`src/rtl/spi_master_cfg_pkg.sv`:
```
// rtl/spi_master_cfg_pkg.sv - shared FSM state codes and width helper for the SPI master
package spi_master_cfg_pkg;

  localparam logic [1:0] ST_IDLE  = 2'd0;
  localparam logic [1:0] ST_SETUP = 2'd1;
  localparam logic [1:0] ST_SHIFT = 2'd2;
  localparam logic [1:0] ST_HOLD  = 2'd3;

  function automatic int clog2_f(input int value);
    int r = 0;
    for (int i = 0; i < 31; i++) begin
      if ((1 << i) < value) r = i + 1;
    end
    return r;
  endfunction

endpackage

```
`src/rtl/spi_master_cfg_sck_gen.sv`:
```
// rtl/spi_master_cfg_sck_gen.sv - SCK divider; strobes mark the CLK_26 cycle where SCK changes
module spi_master_cfg_sck_gen #(
  parameter int SCK_DIV = 4,
  parameter int CPOL    = 0
) (
  input  logic i_clk,
  input  logic i_rst_n,
  input  logic i_run,
  input  logic i_shift,
  output logic o_wrap,
  output logic o_lead,
  output logic o_trail,
  output logic o_sck
);
  import spi_master_cfg_pkg::*;

  localparam int              DIV_W    = clog2_f(SCK_DIV + 1);
  localparam logic [DIV_W-1:0] DIV_LAST = DIV_W'(SCK_DIV - 1);
  localparam logic            IDLE_LVL = 1'(CPOL);

  logic [DIV_W-1:0] r_div;
  logic             r_sck;
  logic             w_wrap;
  logic             w_edge;

  assign w_wrap  = i_run && (r_div == DIV_LAST);
  assign w_edge  = w_wrap && i_shift;
  assign o_wrap  = w_wrap;
  assign o_lead  = w_edge && (r_sck == IDLE_LVL);
  assign o_trail = w_edge && (r_sck != IDLE_LVL);
  assign o_sck   = r_sck;

  // The divider runs through SETUP/HOLD too so the FSM can time those phases; SCK only moves in SHIFT.
  always_ff @(posedge i_clk or negedge i_rst_n) begin
    if (!i_rst_n) begin
      r_div <= '0;
      r_sck <= IDLE_LVL;
    end else begin
      if (!i_run || w_wrap) r_div <= '0;
      else                  r_div <= r_div + DIV_W'(1);
      if (w_edge) r_sck <= ~r_sck;
    end
  end

endmodule

```
`src/rtl/spi_master_cfg.sv`:
```
// rtl/spi_master_cfg.sv - parametrised full-duplex MSB-first SPI master with N chip selects
module spi_master_cfg #(
  parameter int DATA_W  = 16,
  parameter int SCK_DIV = 4,
  parameter int SEL_W   = 2,
  parameter int CPOL    = 0,
  parameter int CPHA    = 0
) (
  input  logic                 i_clk_26,
  input  logic                 i_rst_n,
  input  logic                 i_start,
  input  logic [SEL_W-1:0]     i_sel,
  input  logic [DATA_W-1:0]    i_tx_data,
  input  logic                 i_miso,
  output logic                 o_sck,
  output logic                 o_mosi,
  output logic [2**SEL_W-1:0]  o_ss,
  output logic                 o_busy,
  output logic                 o_done,
  output logic [DATA_W-1:0]    o_rx_data
);
  import spi_master_cfg_pkg::*;

  localparam int              N_SS     = 2**SEL_W;
  localparam int              BIT_W    = clog2_f(2*DATA_W + 1);
  localparam logic [BIT_W-1:0] BIT_LAST = BIT_W'(2*DATA_W - 1);

  logic [1:0]        r_state;
  logic [BIT_W-1:0]  r_bit;
  logic [DATA_W-1:0] r_tx;
  logic [DATA_W-1:0] r_rx;
  logic [DATA_W-1:0] r_rx_data;
  logic              r_mosi;
  logic [N_SS-1:0]   r_ss;
  logic              r_busy;
  logic              r_done;

  logic w_wrap, w_lead, w_trail, w_sck;
  logic w_sample, w_drive;

  spi_master_cfg_sck_gen #(
    .SCK_DIV (SCK_DIV),
    .CPOL    (CPOL)
  ) u_sck_gen (
    .i_clk   (i_clk_26),
    .i_rst_n (i_rst_n),
    .i_run   (r_state != ST_IDLE),
    .i_shift (r_state == ST_SHIFT),
    .o_wrap  (w_wrap),
    .o_lead  (w_lead),
    .o_trail (w_trail),
    .o_sck   (w_sck)
  );

  // CPHA=0 presents bit 0 during SETUP, so its final trailing edge must not advance MOSI.
  assign w_sample = (CPHA == 0) ? w_lead : w_trail;
  assign w_drive  = (CPHA == 0) ? (w_trail && (r_bit != BIT_LAST)) : w_lead;

  always_ff @(posedge i_clk_26 or negedge i_rst_n) begin
    if (!i_rst_n) begin
      r_state   <= ST_IDLE;
      r_bit     <= '0;
      r_tx      <= '0;
      r_rx      <= '0;
      r_rx_data <= '0;
      r_mosi    <= 1'b0;
      r_ss      <= '1;
      r_busy    <= 1'b0;
      r_done    <= 1'b0;
    end else begin
      r_done <= 1'b0;
      case (r_state)
        ST_IDLE: begin
          if (i_start) begin
            r_state <= ST_SETUP;
            r_busy  <= 1'b1;
            r_bit   <= '0;
            r_ss    <= ~(N_SS'(1) << i_sel);
            if (CPHA == 0) begin
              r_mosi <= i_tx_data[DATA_W-1];
              r_tx   <= i_tx_data << 1;
            end else begin
              r_tx   <= i_tx_data;
            end
          end
        end
        ST_SETUP: begin
          if (w_wrap) r_state <= ST_SHIFT;
        end
        ST_SHIFT: begin
          if (w_wrap) begin
            r_bit <= r_bit + BIT_W'(1);
            if (r_bit == BIT_LAST) r_state <= ST_HOLD;
          end
          if (w_sample) r_rx <= {r_rx[DATA_W-2:0], i_miso};
          if (w_drive) begin
            r_mosi <= r_tx[DATA_W-1];
            r_tx   <= r_tx << 1;
          end
        end
        ST_HOLD: begin
          if (w_wrap) begin
            r_state   <= ST_IDLE;
            r_busy    <= 1'b0;
            r_done    <= 1'b1;
            r_ss      <= '1;
            r_mosi    <= 1'b0;
            r_rx_data <= r_rx;
          end
        end
        default: r_state <= ST_IDLE;
      endcase
    end
  end

  assign o_sck     = w_sck;
  assign o_mosi    = r_mosi;
  assign o_ss      = r_ss;
  assign o_busy    = r_busy;
  assign o_done    = r_done;
  assign o_rx_data = r_rx_data;

endmodule

```
`config.mk`:
```
export PLATFORM = sky130hd
export DESIGN_NAME = spi_master_cfg
export DESIGN_NICKNAME = d
export VERILOG_FILES = /design/src/rtl/spi_master_cfg_pkg.sv /design/src/rtl/spi_master_cfg_sck_gen.sv /design/src/rtl/spi_master_cfg.sv
export SDC_FILE = /design/constraint.sdc
export NUM_CORES = 1
export LEC_CHECK = 0
export CORE_ASPECT_RATIO = 0.75
export CORE_MARGIN = 4
export CORE_UTILIZATION = 40
export CTS_CLUSTER_SIZE = 30
export DETAILED_ROUTE_END_ITERATION = 16
export GPL_ROUTABILITY_DRIVEN = 1
export PLACE_DENSITY = 0.73
export SLEW_MARGIN = 25
export SYNTH_ARGS = -nofsm -noshare
export SYNTH_HDL_FRONTEND = slang
export SYNTH_SLANG_ARGS = --single-unit
```
`constraint.sdc`:
```
create_clock -name i_clk_26 -period 2.6 [get_ports i_clk_26]
set_input_delay 0.78 -clock i_clk_26 [delete_from_list [all_inputs] [get_ports i_clk_26]]
set_output_delay 0.78 -clock i_clk_26 [all_outputs]
set_load 0.1 [all_outputs]
```
[Yosys cells after proc, flatten, opt, wreduce, memory -nomap -nowiden]
Index checks and enable logic that the tools add are counted.
Cells by class
  muxes and demuxes: 24
  multipliers: 0
  $add $sub $neg: 2
  div/mod/pow operators: 0
  reductions and logical operators: 19
  equality and inequality tests: 12
  bitwise operators: 2
  shift operators: 1
  magnitude comparators: 0
Operators by type and width (number)
  two-way mux 16 bit: 2
  case mux 16 bit (2 select lines): 1
  two-way mux 6 bit: 2
  case mux 6 bit (2 select lines): 1
  two-way mux 2 bit: 5
  AND reduction 3 bit: 3
  two-way mux 4 bit: 2
  inequality test 2 bit, second input constant: 4
  case mux 2 bit (4 select lines): 1
  case mux 4 bit (2 select lines): 1
  adder 6 x 1 -> 6 bit, second input constant: 1
  equality test 6 x 5 -> 1 bit, second input constant: 1
  two-way mux 1 bit: 6
  inequality test 6 x 5 -> 1 bit, second input constant: 1
  nonzero test 2 bit: 3
  logical AND 1 bit: 5
  AND reduction 5 bit: 1
  equality test 2 bit, second input constant: 2
  inequality test 2 x 1 -> 1 bit, second input constant: 2
  inverter 4 bit: 1
  AND reduction 2 bit: 2
  AND reduction 4 bit: 1
  left shift 1 x 2 -> 4 bit, first input constant: 1
  adder 3 x 1 -> 3 bit, second input constant: 1
  other kinds (10): 10
Storage, ports and cells
  memories: 0
  latch bits: 0
  bits in writable memories: 0
  register bits: 67
  input bits: 22
  logic and storage cells: 71
  bits in read-only memories: 0

[Logic depth before layout (Yosys ltp)]
  depth after elaboration: 7
  mapped depth: 8

[Modules after synthesis]
A second synthesis with hierarchy kept.
Second synthesis, totals
  cells, all modules: 243
  area, all modules: 3014.1 um2
By module, submodules not included
  spi_master_cfg: area each 2834.0 um2, times used 1, seq. area each 1556.5 um2, cells an instance 226
  spi_master_cfg_sck_gen: area each 180.2 um2, times used 1, seq. area each 100.1 um2, cells an instance 17

[Worst setup path before layout]
Ideal clock, no wire load.
  kind: reg-to-reg
  start: register u_sck_gen.r_sck, in the netlist u_sck_gen.o_sck
  end: register r_tx[10]
  stages on the path, launching flop included: 5
  setup time: 0.123 ns
  period minus slack after synthesis: 2.026 ns
  arrival: 1.903 ns
  slack: 0.574 ns
  buffers on the path: 1
  cells stage by stage: dfrtp_1 > nand3b_4 > a221oi_4 > buf_4 > a21oi_1
Between the ends
  longest elaborated chain between the ends: 4
Ends and longest elaborated chain
  start: declaration: line spi_master_cfg_sck_gen.sv:22  | logic r_sck;
  start signal: assignment: line spi_master_cfg_sck_gen.sv:41  | if (w_edge) r_sck <= ~r_sck;
  logical AND 1 bit: line spi_master_cfg_sck_gen.sv:30  | assign o_trail = w_edge && (r_sck != IDLE_LVL);
  logical AND 1 bit: line spi_master_cfg.sv:57  | assign w_drive = (CPHA == 0) ? (w_trail && (r_bit != BIT_LAST)) : w_lead;
  inequality test 2 bit (no line)
  AND reduction 3 bit (no line)
  end signal: assignment: line spi_master_cfg.sv:81  | r_tx <= i_tx_data << 1;
  end signal: assignment: line spi_master_cfg.sv:83  | r_tx <= i_tx_data;
  end signal: assignment: line spi_master_cfg.sv:98  | r_tx <= r_tx << 1;
  end: declaration: line spi_master_cfg.sv:30  | logic [DATA_W-1:0] r_tx;
No other way between the ends.
A chain may end at the register's enable or synchronous reset.

[Worst setup path in the final report]
  start: register r_state[0]
  end: register r_rx[9]
Between the ends
  longest elaborated chain between the ends: 5
Ends and longest elaborated chain
  start: declaration: line spi_master_cfg.sv:28  | logic [1:0] r_state;
  start signal: assignment: line spi_master_cfg.sv:61  | r_state <= ST_IDLE;
  start signal: assignment: line spi_master_cfg.sv:75  | r_state <= ST_SETUP;
  start signal: assignment: line spi_master_cfg.sv:88  | if (w_wrap) r_state <= ST_SHIFT;
  nonzero test 2 bit: line spi_master_cfg.sv:47  | .i_run (r_state != ST_IDLE),
  logical AND 1 bit: line spi_master_cfg_sck_gen.sv:26  | assign w_wrap = i_run && (r_div == DIV_LAST);
  logical AND 1 bit: line spi_master_cfg_sck_gen.sv:27  | assign w_edge = w_wrap && i_shift;
  logical AND 1 bit: line spi_master_cfg_sck_gen.sv:29  | assign o_lead = w_edge && (r_sck == IDLE_LVL);
  AND reduction 2 bit (no line) *
  end signal: assignment: line spi_master_cfg.sv:95  | if (w_sample) r_rx <= {r_rx[DATA_W-2:0], i_miso};
  end: declaration: line spi_master_cfg.sv:31  | logic [DATA_W-1:0] r_rx;
Every way passes the cells marked *; elsewhere a longest branch is shown, timed or not.

==> run summary <==
Routability-driven placement finished with a final weighted congestion of 0.742. The largest voltage drop on the vdd net is 0.000341 V. The post-route clock period utilization is 79.6%.

STA classifies the critical path startpoint as a flop. The proportion of layout cells with a drive suffix above 1 is 28.6%. The arrival time of data at the critical path endpoint is 2.29 ns.

The final hold violation count came out at 0. At the pin with the least slew margin, the transition time is 0.464 ns. The average instance in the mapped netlist occupies 12.5 sq um.

The average wire length per cell after detail routing is 13.7 um. The initial antenna violation count came out at 0. The mapped cell area came out at 2910 sq um. The startpoint of the worst-slack reg-to-reg timing path is r_state[0].

Synthesis produced a netlist with a net count of 263. The path depth of the worst reg2reg path is 7. TritonCTS built the clock tree. The residual antenna-violating net count after detailed routing came out at 0.

Sequential cells burn 37.7% of the power. The count of routing violations after the opening detailed-route iteration came out at 66. The total length of routed wires came out at 5330 um. The total DRC errors in the routed layout came out at 0.

The clock reaches the later pin of the worst-skew pair after 0.33 ns. Global routing used 13.7% of the available tracks. The flow ran to the end, and the final reports show no timing, DRC or antenna violations. The number of search-and-repair iterations in the first detailed-routing pass came out at 4. The count of inserted antenna diode cells is 0. The number of buffers added to fix hold violations after cts is 0. The worst slew margin relative to its limit came out at 69.1%. The worst setup path is of the reg2reg kind. The final worst clock skew is 0.00957 ns. CTS placed an instance of sky130_fd_sc_hd__clkbuf_8 at the clock tree root.

The clock network fraction of total power came out at 21.6%. In this run the most critical hold path is launched from u_sck_gen.r_div[0]. The wire length of the first global-routing pass is 9320 um. The maximum clock insertion buffer count came out at 2. The count of mapped cells out of synthesis is 233. The worst endpoint required time came out at 2.82 ns. The leakage dissipation is 1.71 nW. In this run the critical register-to-register path is captured at r_rx[9].

In the synthesized netlist the dominant register cell turns out to be sky130_fd_sc_hd__dfrtp_1. For this run, the slowest stage of the critical path takes 0.40 ns. The count of buffers added on input and output ports is 45. The final net count came out at 315.

The largest area contributor in the synthesized netlist is sky130_fd_sc_hd__dfrtp_1. The area of the multi-input gates is 1150 sq um. Setup repair after global routing left no endpoint under its margin. The max capacitance violation total is 0. The distinct cell type count after synthesis is 38.

The vias after detailed routing came out at 1870. The number of enable flip-flop cells after synthesis came out at 0. Registers take 1660 sq um. The number of failing setup endpoints in the final timing report is 0. The power density over the cells came out at 1040 nW/um^2. Measured along the y axis, the die boundary spans 81.9 um. The I/O pin count is 46. The floorplan step defined a die boundary enclosing 8730 sq um. In this run the cell area measured after placement is 3420 sq um.

In the synthesized netlist, the cells that appear most often are sky130_fd_sc_hd__dfrtp_1, sky130_fd_sc_hd__mux2_2, sky130_fd_sc_hd__nor2_1. In this run, post-CTS repair resized a total of 0 instances. The area growth from synthesis to layout came out at 23.7%. Synthesis inferred 66 register bits. The share of flip-flops with an asynchronous set or reset came out at 100%. The half-perimeter wire length after detailed placement is 3660 um. The clock transition time at the flip-flop clock pins of the worst setup and hold paths is 0.07 ns.

The achievable frequency came out at 0.483 GHz. The design internal power is 0.00227 W. Counting the buffers created by CTS gives 9. Sequential cells were found to cover 56.8% of the synthesized design area. Among all cell types in the netlist, the one instantiated most often is sky130_fd_sc_hd__dfrtp_1. The via count of the first global-routing pass came out at 1870. The shortest clock period the worst path allows after layout came out at 2.07 ns.

On the critical path, the stage with the largest delay is an instance of sky130_fd_sc_hd__dfrtp_1. Walking the worst path, the cells encountered are inv_1, ha_1, and2b_1, nand2_1, nor2_2, buf_4, mux2_2. STA classifies the critical path endpoint as a flop.

The share of the synthesized area in the top cell type is 53.2%. The switching portion of total power came out at 39.7%. The net switching power figure came out at 0.00150 W. The total count of max-transition violations in the final report came out at 0. The number of fill cells is 609. The largest net degree at the start of global routing is 67. The path with the worst hold slack has its endpoint at u_sck_gen.r_div[0]. The largest fanout on the critical path is 16.

After routing the design area is 3600 sq um. The total negative setup slack is 0 ns. The clock net in this run drives a total of 66 sinks. The number of synthesis warnings came out at 0. The worst setup slack for register-to-register paths came out at 0.53 ns.

In the routed layout, each cell is associated on average with a via count of 4.82. For this configuration, the core starts out at a cell density of 42.1%. The placeable core region is 6930 sq um.

The worst min-delay path category is reg2reg. The share of power burned in combinational logic is 40.8%. The width of the chip came out at 107 um. The number of stages on the worst hold path came out at 1. The number of setup buffers added after CTS is 0. The H-tree depth is 3. After global routing the overflow that remains totals 0. After floorplanning, the core was divided into 26 placement rows.

After synthesis, the cell types taking the most area are sky130_fd_sc_hd__dfrtp_1, sky130_fd_sc_hd__mux2_2, sky130_fd_sc_hd__mux2i_1.
[per-stage QoR]
stage | setup slack, ns | std cells | power (W) | util, % | hold WS, ns
after floorplan | 0.574 | 233 | 0.00267 | - | 0.415
after global placement | 0.324 | 372 | 0.00294 | 49.4 | 0.429
after detailed placement | 0.280 | 372 | 0.00299 | 49.4 | 0.430
after CTS | 0.517 | 388 | 0.00381 | 52.0 | 0.438
after global routing | 0.247 | 388 | 0.00403 | 52.0 | 0.453
final | 0.529 | 388 | 0.00376 | 52.0 | 0.436
[worst max path at each step]
stage                          from          to  slack, ns
detailed placement          i_start  r_state[1]       0.28
global placement            i_start  r_state[1]       0.32
floorplan           u_sck_gen.o_sck    r_tx[10]       0.57
global route             r_state[0]     r_tx[5]       0.25
CTS                      r_state[0]     r_rx[7]       0.52
finish                   r_state[0]     r_rx[9]       0.53
[logic make-up after synthesis]
| family | after synthesis | share of synthesized area, % |
|---|---|---|
| adder cells (fa/ha/maj) | 8 | 3.44 |
| XOR/XNOR | 3 | 0.902 |
| AO/OA/AOI/OAI | 38 | 8.29 |
| flip-flops | 66 | 56.8 |
| buffers and inverters | 19 | 3.56 |
| multiplexers | 49 | 18.2 |
| AND/OR/NAND/NOR | 50 | 8.72 |
[cells in the final DEF, fill, tap and decap left out, types with 5 or more instances in the layout]
| master | n |
|---|---|
| sky130_fd_sc_hd__mux2i_1 | 16 |
| sky130_fd_sc_hd__ha_1 | 8 |
| sky130_fd_sc_hd__nand2_1 | 5 |
| sky130_fd_sc_hd__buf_4 | 28 |
| sky130_fd_sc_hd__a21oi_1 | 19 |
| sky130_fd_sc_hd__nor2_1 | 24 |
| sky130_fd_sc_hd__nor3_1 | 5 |
| sky130_fd_sc_hd__clkbuf_8 | 9 |
| sky130_fd_sc_hd__clkdlybuf4s50_1 | 20 |
| sky130_fd_sc_hd__mux2_2 | 33 |
| sky130_fd_sc_hd__a31oi_1 | 5 |
| sky130_fd_sc_hd__dfrtp_1 | 62 |
| sky130_fd_sc_hd__o21ai_0 | 6 |
| sky130_fd_sc_hd__inv_1 | 9 |
[area by class of cell]
type                       instances  area share, %
sequential                        66           46.0
multi-input combinational        148           32.0
timing repair buffer              51           12.6
clock buffer                      13           3.85
tap                               98           3.40
clock inverter                     3           1.18
inverter                           9          0.937
[critical path: cells and delay by family (launching register included)]
kind,cells,cell delay [ns]
muxes,1,0.36
DFF,1,0.40
buffers and inverters,2,0.34
and+or+nand+nor,3,0.50
adders and majority gates,1,0.37
[metal layers]
layer / share of wire, % / GRT usage [%] / wire (um)
met5: 0 / 0 / 0
met4: 1.6 / 5.75 / 87
met3: 4.8 / 4.71 / 257
met2: 45 / 20.2 / 2400
met1: 49 / 18.5 / 2590
[registers in the layout, summed over array words and instances, names as in the netlist]
name / cells
o_rx_data: 16
r_rx: 16
r_tx: 15
r_bit: 6
o_ss: 4
u_sck_gen.r_div: 3
r_state: 2
o_busy: 1
o_done: 1
o_mosi: 1
u_sck_gen.o_sck: 1
[power by group through the flow]
| stage | Sequential, W | Combinational [W] | Clock, W |
|---|---|---|---|
| after floorplan | 0.00179 | 0.000872 | 0 |
| final | 0.00142 | 0.00154 | 0.000812 |
| after detailed placement | 0.00143 | 0.00156 | 0 |
| after global placement | 0.00143 | 0.00151 | 0 |
| after global routing | 0.00145 | 0.00169 | 0.000896 |
| after CTS | 0.00142 | 0.00155 | 0.000840 |
(Power assumes the default switching activity.)
